$ cat src/rtl/alu_pkg.sv
// Shared ALU control encodings and the multiply sequencer state type.
package alu_pkg;

  localparam logic [2:0] ALU_PASS_B = 3'b000;
  localparam logic [2:0] ALU_ADD    = 3'b010;
  localparam logic [2:0] ALU_SUB    = 3'b011;
  localparam logic [2:0] ALU_AND    = 3'b100;
  localparam logic [2:0] ALU_OR     = 3'b101;
  localparam logic [2:0] ALU_XOR    = 3'b110;

  typedef enum logic [1:0] {
    IDLE = 2'd0,
    CALC = 2'd1,
    DONE = 2'd2
  } mul_state_t;

endpackage

$ cat src/rtl/mul_sequencer.sv
// Shift-and-add multiplier controller driving the external shared ALU, one iteration per cycle.
// Define MUL_SEQ_EARLY_EXIT_EN to finish as soon as the remaining multiplier bits are all zero.
module mul_sequencer
  import alu_pkg::*;
#(
  parameter int WIDTH = 64,
  parameter int CNT_W = 7
) (
  input  logic             clk,
  input  logic             reset_n,
  input  logic             start,
  input  logic [WIDTH-1:0] a,
  input  logic [WIDTH-1:0] b,
  output logic             ready,
  output logic             done,
  output logic [WIDTH-1:0] product,
  output logic [WIDTH-1:0] alu_a,
  output logic [WIDTH-1:0] alu_b,
  output logic [2:0]       alu_cntrl,
  input  logic [WIDTH-1:0] alu_result
);

  localparam logic [CNT_W-1:0] LAST_ITER = CNT_W'(WIDTH - 1);

  mul_state_t       state_reg, state_next;
  logic [WIDTH-1:0] acc_reg, acc_next;
  logic [WIDTH-1:0] mcand_reg, mcand_next;
  logic [WIDTH-1:0] mplier_reg, mplier_next;
  logic [CNT_W-1:0] count_reg, count_next;
  logic [WIDTH-1:0] product_reg, product_next;
  logic             early_exit;

`ifdef MUL_SEQ_EARLY_EXIT_EN
  assign early_exit = (mplier_reg == '0);
`else
  assign early_exit = 1'b0;
`endif

  always_ff @(posedge clk) begin
    if (!reset_n) begin
      state_reg   <= IDLE;
      acc_reg     <= '0;
      mcand_reg   <= '0;
      mplier_reg  <= '0;
      count_reg   <= '0;
      product_reg <= '0;
    end else begin
      state_reg   <= state_next;
      acc_reg     <= acc_next;
      mcand_reg   <= mcand_next;
      mplier_reg  <= mplier_next;
      count_reg   <= count_next;
      product_reg <= product_next;
    end
  end

  always_comb begin
    state_next   = state_reg;
    acc_next     = acc_reg;
    mcand_next   = mcand_reg;
    mplier_next  = mplier_reg;
    count_next   = count_reg;
    product_next = product_reg;
    ready        = 1'b0;
    done         = 1'b0;
    alu_a        = '0;
    alu_b        = '0;
    alu_cntrl    = ALU_PASS_B;

    case (state_reg)
      IDLE: begin
        ready = 1'b1;
        if (start) begin
          mcand_next  = a;
          mplier_next = b;
          acc_next    = '0;
          count_next  = '0;
          state_next  = CALC;
        end
      end

      CALC: begin
        if (early_exit) begin
          // Remaining partial products are all zero, so acc already holds the result.
          product_next = acc_reg;
          state_next   = DONE;
        end else begin
          alu_a = acc_reg;
          if (mplier_reg[0]) begin
            alu_cntrl = ALU_ADD;
            alu_b     = mcand_reg;
          end else begin
            // Pass acc through so the ALU path is identical every iteration.
            alu_cntrl = ALU_PASS_B;
            alu_b     = acc_reg;
          end
          acc_next    = alu_result;
          mcand_next  = mcand_reg << 1;
          mplier_next = mplier_reg >> 1;
          count_next  = count_reg + 1'b1;
          if (count_reg == LAST_ITER) begin
            product_next = alu_result;
            state_next   = DONE;
          end
        end
      end

      DONE: begin
        done       = 1'b1;
        state_next = IDLE;
      end

      default: state_next = IDLE;
    endcase
  end

  assign product = product_reg;

endmodule
$ cat config.mk
export PLATFORM = sky130hd
export DESIGN_NAME = mul_sequencer
export DESIGN_NICKNAME = d
export VERILOG_FILES = /design/src/rtl/alu_pkg.sv /design/src/rtl/mul_sequencer.sv
export SDC_FILE = /design/constraint.sdc
export NUM_CORES = 1
export LEC_CHECK = 0
export BUFFER_PORTS_ARGS = -buffer_cell sky130_fd_sc_hd__buf_2
export CORE_MARGIN = 5
export CORE_UTILIZATION = 53
export CTS_BUF_LIST = sky130_fd_sc_hd__clkbuf_8
export DETAILED_ROUTE_END_ITERATION = 12
export HOLD_SLACK_MARGIN = 0.06
export PLACE_DENSITY = 0.87
export SLEW_MARGIN = 20
export SYNTH_ARGS = -nofsm -noshare
export SYNTH_HDL_FRONTEND = slang
export SYNTH_SLANG_ARGS = --single-unit
$ cat constraint.sdc
create_clock -name clk -period 1.8 [get_ports clk]
set_clock_uncertainty 0.05 [all_clocks]
set_input_delay 0.36 -clock clk [delete_from_list [all_inputs] [get_ports clk]]
set_output_delay 0.36 -clock clk [all_outputs]
set_load 0.02 [all_outputs]
# Word level (Yosys, flattened, before mapping)
# Cells that the tools add are included.
[op_classes]
n_addsub = 1
eq_ne = 5
n_mux = 18
n_reduce_logical = 5
[ops]
columns = ["op", "n"]
rows = [
  ["2-to-1 mux 64 bit", 6],
  ["one-hot mux 64 bit (2 select lines)", 3],
  ["one-hot mux 7 bit (2 select lines)", 1],
  ["2-to-1 mux 2 bit", 4],
  ["adder 7 x 1 -> 7 bit (second input constant)", 1],
  ["== test 7 x 6 -> 1 bit (second input constant)", 1],
  ["2-to-1 mux 7 bit", 1],
  ["AND reduction 2 bit", 3],
  ["!= test 2 bit (second input constant)", 2],
  ["one-hot mux 2 bit (2 select lines)", 1],
  ["== test 2 x 1 -> 1 bit (second input constant)", 1],
  ["== test 2 bit (second input constant)", 1],
  ["logical NOT 2 bit", 1],
  ["2-to-1 mux 1 bit", 2],
  ["nonzero test 2 bit", 1],
]
[word_totals]
register_bits = 265
input_bits = 195
output_inout_bits = 197
wordCells = 35

# Logic depth before layout (Yosys ltp)
[depth]
depth_word = 3
mapped_depth = 6

# Least setup slack after synthesis
# OpenSTA, ideal clock, no wires.
[synth_path]
path_kind = "register -> output"
start = "register state_reg[1]"
end = "output port alu_a[43]"
arrival_ps = 1302
t_required_ps = 1390
path_slack_ps = 88
path_stages_with_launch = 6
n_path_buf = 3
path_cell_list = "dfxtp_1 > buf_2 > and2b_1 > buf_2 > clkbuf_1 > and2_1"
[synth_between]
elab_chain_len = 2
[synth_lines]
columns = ["item", "line", "source"]
rows = [
  ["from (decl)", "mul_sequencer.sv:25", "mul_state_t state_reg, state_next;"],
  ["from (signal assigned)", "mul_sequencer.sv:48", "state_reg <= state_next;"],
  ["== test 2 x 1 -> 1 bit", "mul_sequencer.sv:70", "case (state_reg)"],
  ["2-to-1 mux 64 bit", "mul_sequencer.sv:70", ""],
  ["to (decl)", "mul_sequencer.sv:17", "output logic [WIDTH-1:0] alu_a,"],
]
# Every way passes these cells.

# Worst setup path in the final report
[layout_path]
start = "register state_reg[1]"
end = "output port alu_a[17]"
# The elaborated chain is that of the path after synthesis.

==> key figures <==
Layout
  • # nets final: 2033
  • Post-route insts no fill: 2192
  • Commonest non-fill, non-tap cell in the layout: buf_2
  • Share of layout cells above drive strength 1: 40.0%
  • Fillers: 1492
  • Commonest cells after routing, fill and taps aside: buf_2 (310), dfxtp_1 (262), nor2_1 (191)
  • P&R area growth vs syn: 41.5%

Die
  • Die Area: 0.0271 mm^2
  • FP Rows: 56
  • I/O pin count: 392
  • Die Y: 165 um
  • Core Region: 0.0235 mm^2
  • Die Wd: 165 um
  • Initial Util: 53.9%

Place
  • Dpl hpwl: 27.6 mm
  • DP Cell Count: 2012
  • Final RePlAce weighted congestion: 0.902
  • PortBufs: 389

STA
  • Hold Vio Cnt, Final: 0
  • PnR worst setup slack: -0.418 ns
  • Period minus WS final: 2.22 ns
  • Unrepaired setup endpoints after global routing: true
  • Slew Limit Fails: 0
  • Setup TNS: -45.76 ns
  • Setup violators final: 195
  • Hold slack: 0.118 ns
  • Slew @ Worst Pin: 0.768 ns
  • Final worst-path cycle share: 123%
  • Slew HR: 48.8%
  • Max Clock Freq: 451 MHz

Synth
  • Cell area after synthesis: 0.0127 mm^2
  • Synth Instances: 1434
  • Mean Syn Cell Area: 8.84 um^2
  • Seq/Total Area, Yosys: 41.8%
  • Yosys warns: 0
  • Seq cells post-synth: 265
  • Synth unique cells: 40

Job
  • Max Cap Violations: 0

Detailed routing
  • DRC violations left: 0
  • ANT nets after route: 0
  • WL/cell: 24.1 um
  • DR vias/cell: 6.46
  • Vias: 14200
  • Number of DRC markers in iteration 0: 1912
  • Total routed wirelength: 52.9 mm
  • DR pass1 iterations: 7

Global route
  • Largest net degree at the start of global routing: 127
  • GR met3 Demand/Resource: 6.59%
  • Initial antenna violation count: 5
  • Total GRT Usage: 32.3%
  • First-pass GRT wire length: 71.1 mm
  • Met2 usage: 52.5%
  • Grt total ovfl: 0
  • Vias in the first global route: 13100
  • Gr busiest metal: met2
  • Met1 usage: 40.1%

Pwr
  • P per Cell Area: 809 mW/mm^2
  • Static Leak: 7.52 nW
  • Tot Pwr: 14.5 mW
  • VDD IR max: 0.581 mV

Clock network
  • CTS sink cnt: 265
  • CTS Buf Count: 45
  • TritonCTS clock tree: yes
  • Reg clk slew, reported paths: 0.06 ns
  • Max clock buf depth: 3
  • H-tree levels: 2
  • Root Buffer Master: clkbuf_8
  • Worst-skew pair later-pin latency: 0.55 ns

Outcome
  • Violated checks: setup timing
  • Status: finished with violations

Critical path
  • Required @ worst endpoint: 1.39 ns
  • Element type at the critical path end: output pin
  • CP startpoint kind: flip-flop
  • Critical path class: flip-flop to output pin
  • Slowest cell on crit path: dfxtp_4
  • Worst-path cell chain: and2b_2 > buf_12 > and2_1 > buf_4
  • CP arrival: 1.81 ns
  • CP peak stage delay: 0.35 ns
  • Critical Path Fanout Max: 33

Worst hold path
  • Hold Crit Class: input port to flip-flop
-- worst max-delay path, delay by kind of cell (launching register included) --
| kind | cells | cell delay (ns) |
|---|---|---|
| flops | 1 | 0.35 |
| buf+inv | 2 | 0.40 |
| simple gates | 2 | 0.52 |
-- timing repair --
item,in CTS,in global routing
hold endpoints to repair,123,0
hold buffers,66,0
buffers inserted,7,10
gates resized for setup,91,182
gates cloned,3,11
endpoints found under the setup margin,131,187
pin swaps,4,92
-- final timing paths --
kind                        startpoint                       end  slack, ns  cells after the start
min                            reset_n   product[8]$_SDFFE_PN0P_       0.12                      3
max          state_reg[1]$_SDFFE_PN0P_                 alu_a[17]      -0.42                      4
min reg2reg    product[8]$_SDFFE_PN0P_   product[8]$_SDFFE_PN0P_       0.42                      2
max reg2reg  state_reg[1]$_SDFFE_PN0P_  product[24]$_SDFFE_PN0P_      -0.30                      9
-- power breakdown --
part	switching [mW]	internal, mW	leakage, nW
sequential	0.285	6.20	2.18
combinational	1.30	1.18	4.82
clock	2.51	3.05	0.519
-- Yosys cell counts --
library cell | instances | area share (%)
and4b_1 | 2 | 0.16
o21bai_1 | 1 | 0.059
nor3b_1 | 4 | 0.24
a211oi_2 | 1 | 0.099
nand3_1 | 66 | 2.6
or3b_2 | 1 | 0.069
buf_2 | 83 | 3.3
buf_1 | 8 | 0.24
o31ai_1 | 64 | 3.8
buf_4 | 4 | 0.24
o311ai_1 | 1 | 0.069
and2_1 | 65 | 3.2
o221a_1 | 31 | 2.8
nor2_1 | 196 | 5.8
a22oi_1 | 2 | 0.12
nor2b_1 | 126 | 6.2
ha_1 | 1 | 0.099
nand4b_1 | 1 | 0.069
nand2b_1 | 1 | 0.049
nor3_1 | 1 | 0.039
mux2i_1 | 64 | 5.1
a21oi_1 | 193 | 7.6
a22o_1 | 65 | 4.5
o211ai_1 | 2 | 0.12
nor4_1 | 1 | 0.049
o21ba_1 | 1 | 0.079
o21ai_0 | 2 | 0.079
and2b_1 | 1 | 0.059
a211oi_1 | 1 | 0.059
or3_1 | 1 | 0.049
clkbuf_1 | 68 | 2.0
nand2_1 | 3 | 0.089
inv_1 | 3 | 0.089
dfxtp_1 | 265 | 42
nand3b_1 | 1 | 0.059
or4_1 | 2 | 0.12
conb_1 | 1 | 0.030
buf_6 | 5 | 0.44
a31oi_1 | 1 | 0.049
o221a_2 | 95 | 8.4
-- routing by layer --
metal	routed length, um	share of wire [%]
met5	0	0
met1	19000	36
met3	5930	11
met4	4140	7.8
met2	23800	45
-- logic make-up (layout without fill, tap and decap cells) --
group,Yosys count,after routing,synth area share (%)
flip-flops,265,265,41.8
AND/OR/NAND/NOR,472,472,18.9
other,1,7,0.0296
buffers and inverters,171,604,6.29
adder cells (fa/ha/maj),1,1,0.0987
AO/OA/AOI/OAI,460,460,27.8
multiplexers,64,64,5.05
-- through the flow --
| stage | area [um^2] | util, % | setup WS, ns |
|---|---|---|---|
| floorplan | 12700 | - | 0.0880 |
| global placement | 14800 | 63.0 | 0.157 |
| detailed placement | 14800 | 63.0 | 0.0951 |
| CTS | 16800 | 71.5 | -0.330 |
| global route | 17900 | 76.2 | -0.535 |
| finish | 17900 | 76.2 | -0.418 |
-- final cells by class --
cell class                 count  area, um^2  area share, %
clock inverter                16        70.1          0.390
clock buffer                  62         853           4.75
sequential                   265        5320           29.6
tap                          319         399           2.22
multi-input combinational    999        7290           40.6
antenna                        5        12.5         0.0697
timing repair buffer         523        4000           22.3
inverter                       3        11.3         0.0627
Note: power is estimated with default switching activity, not from simulation.
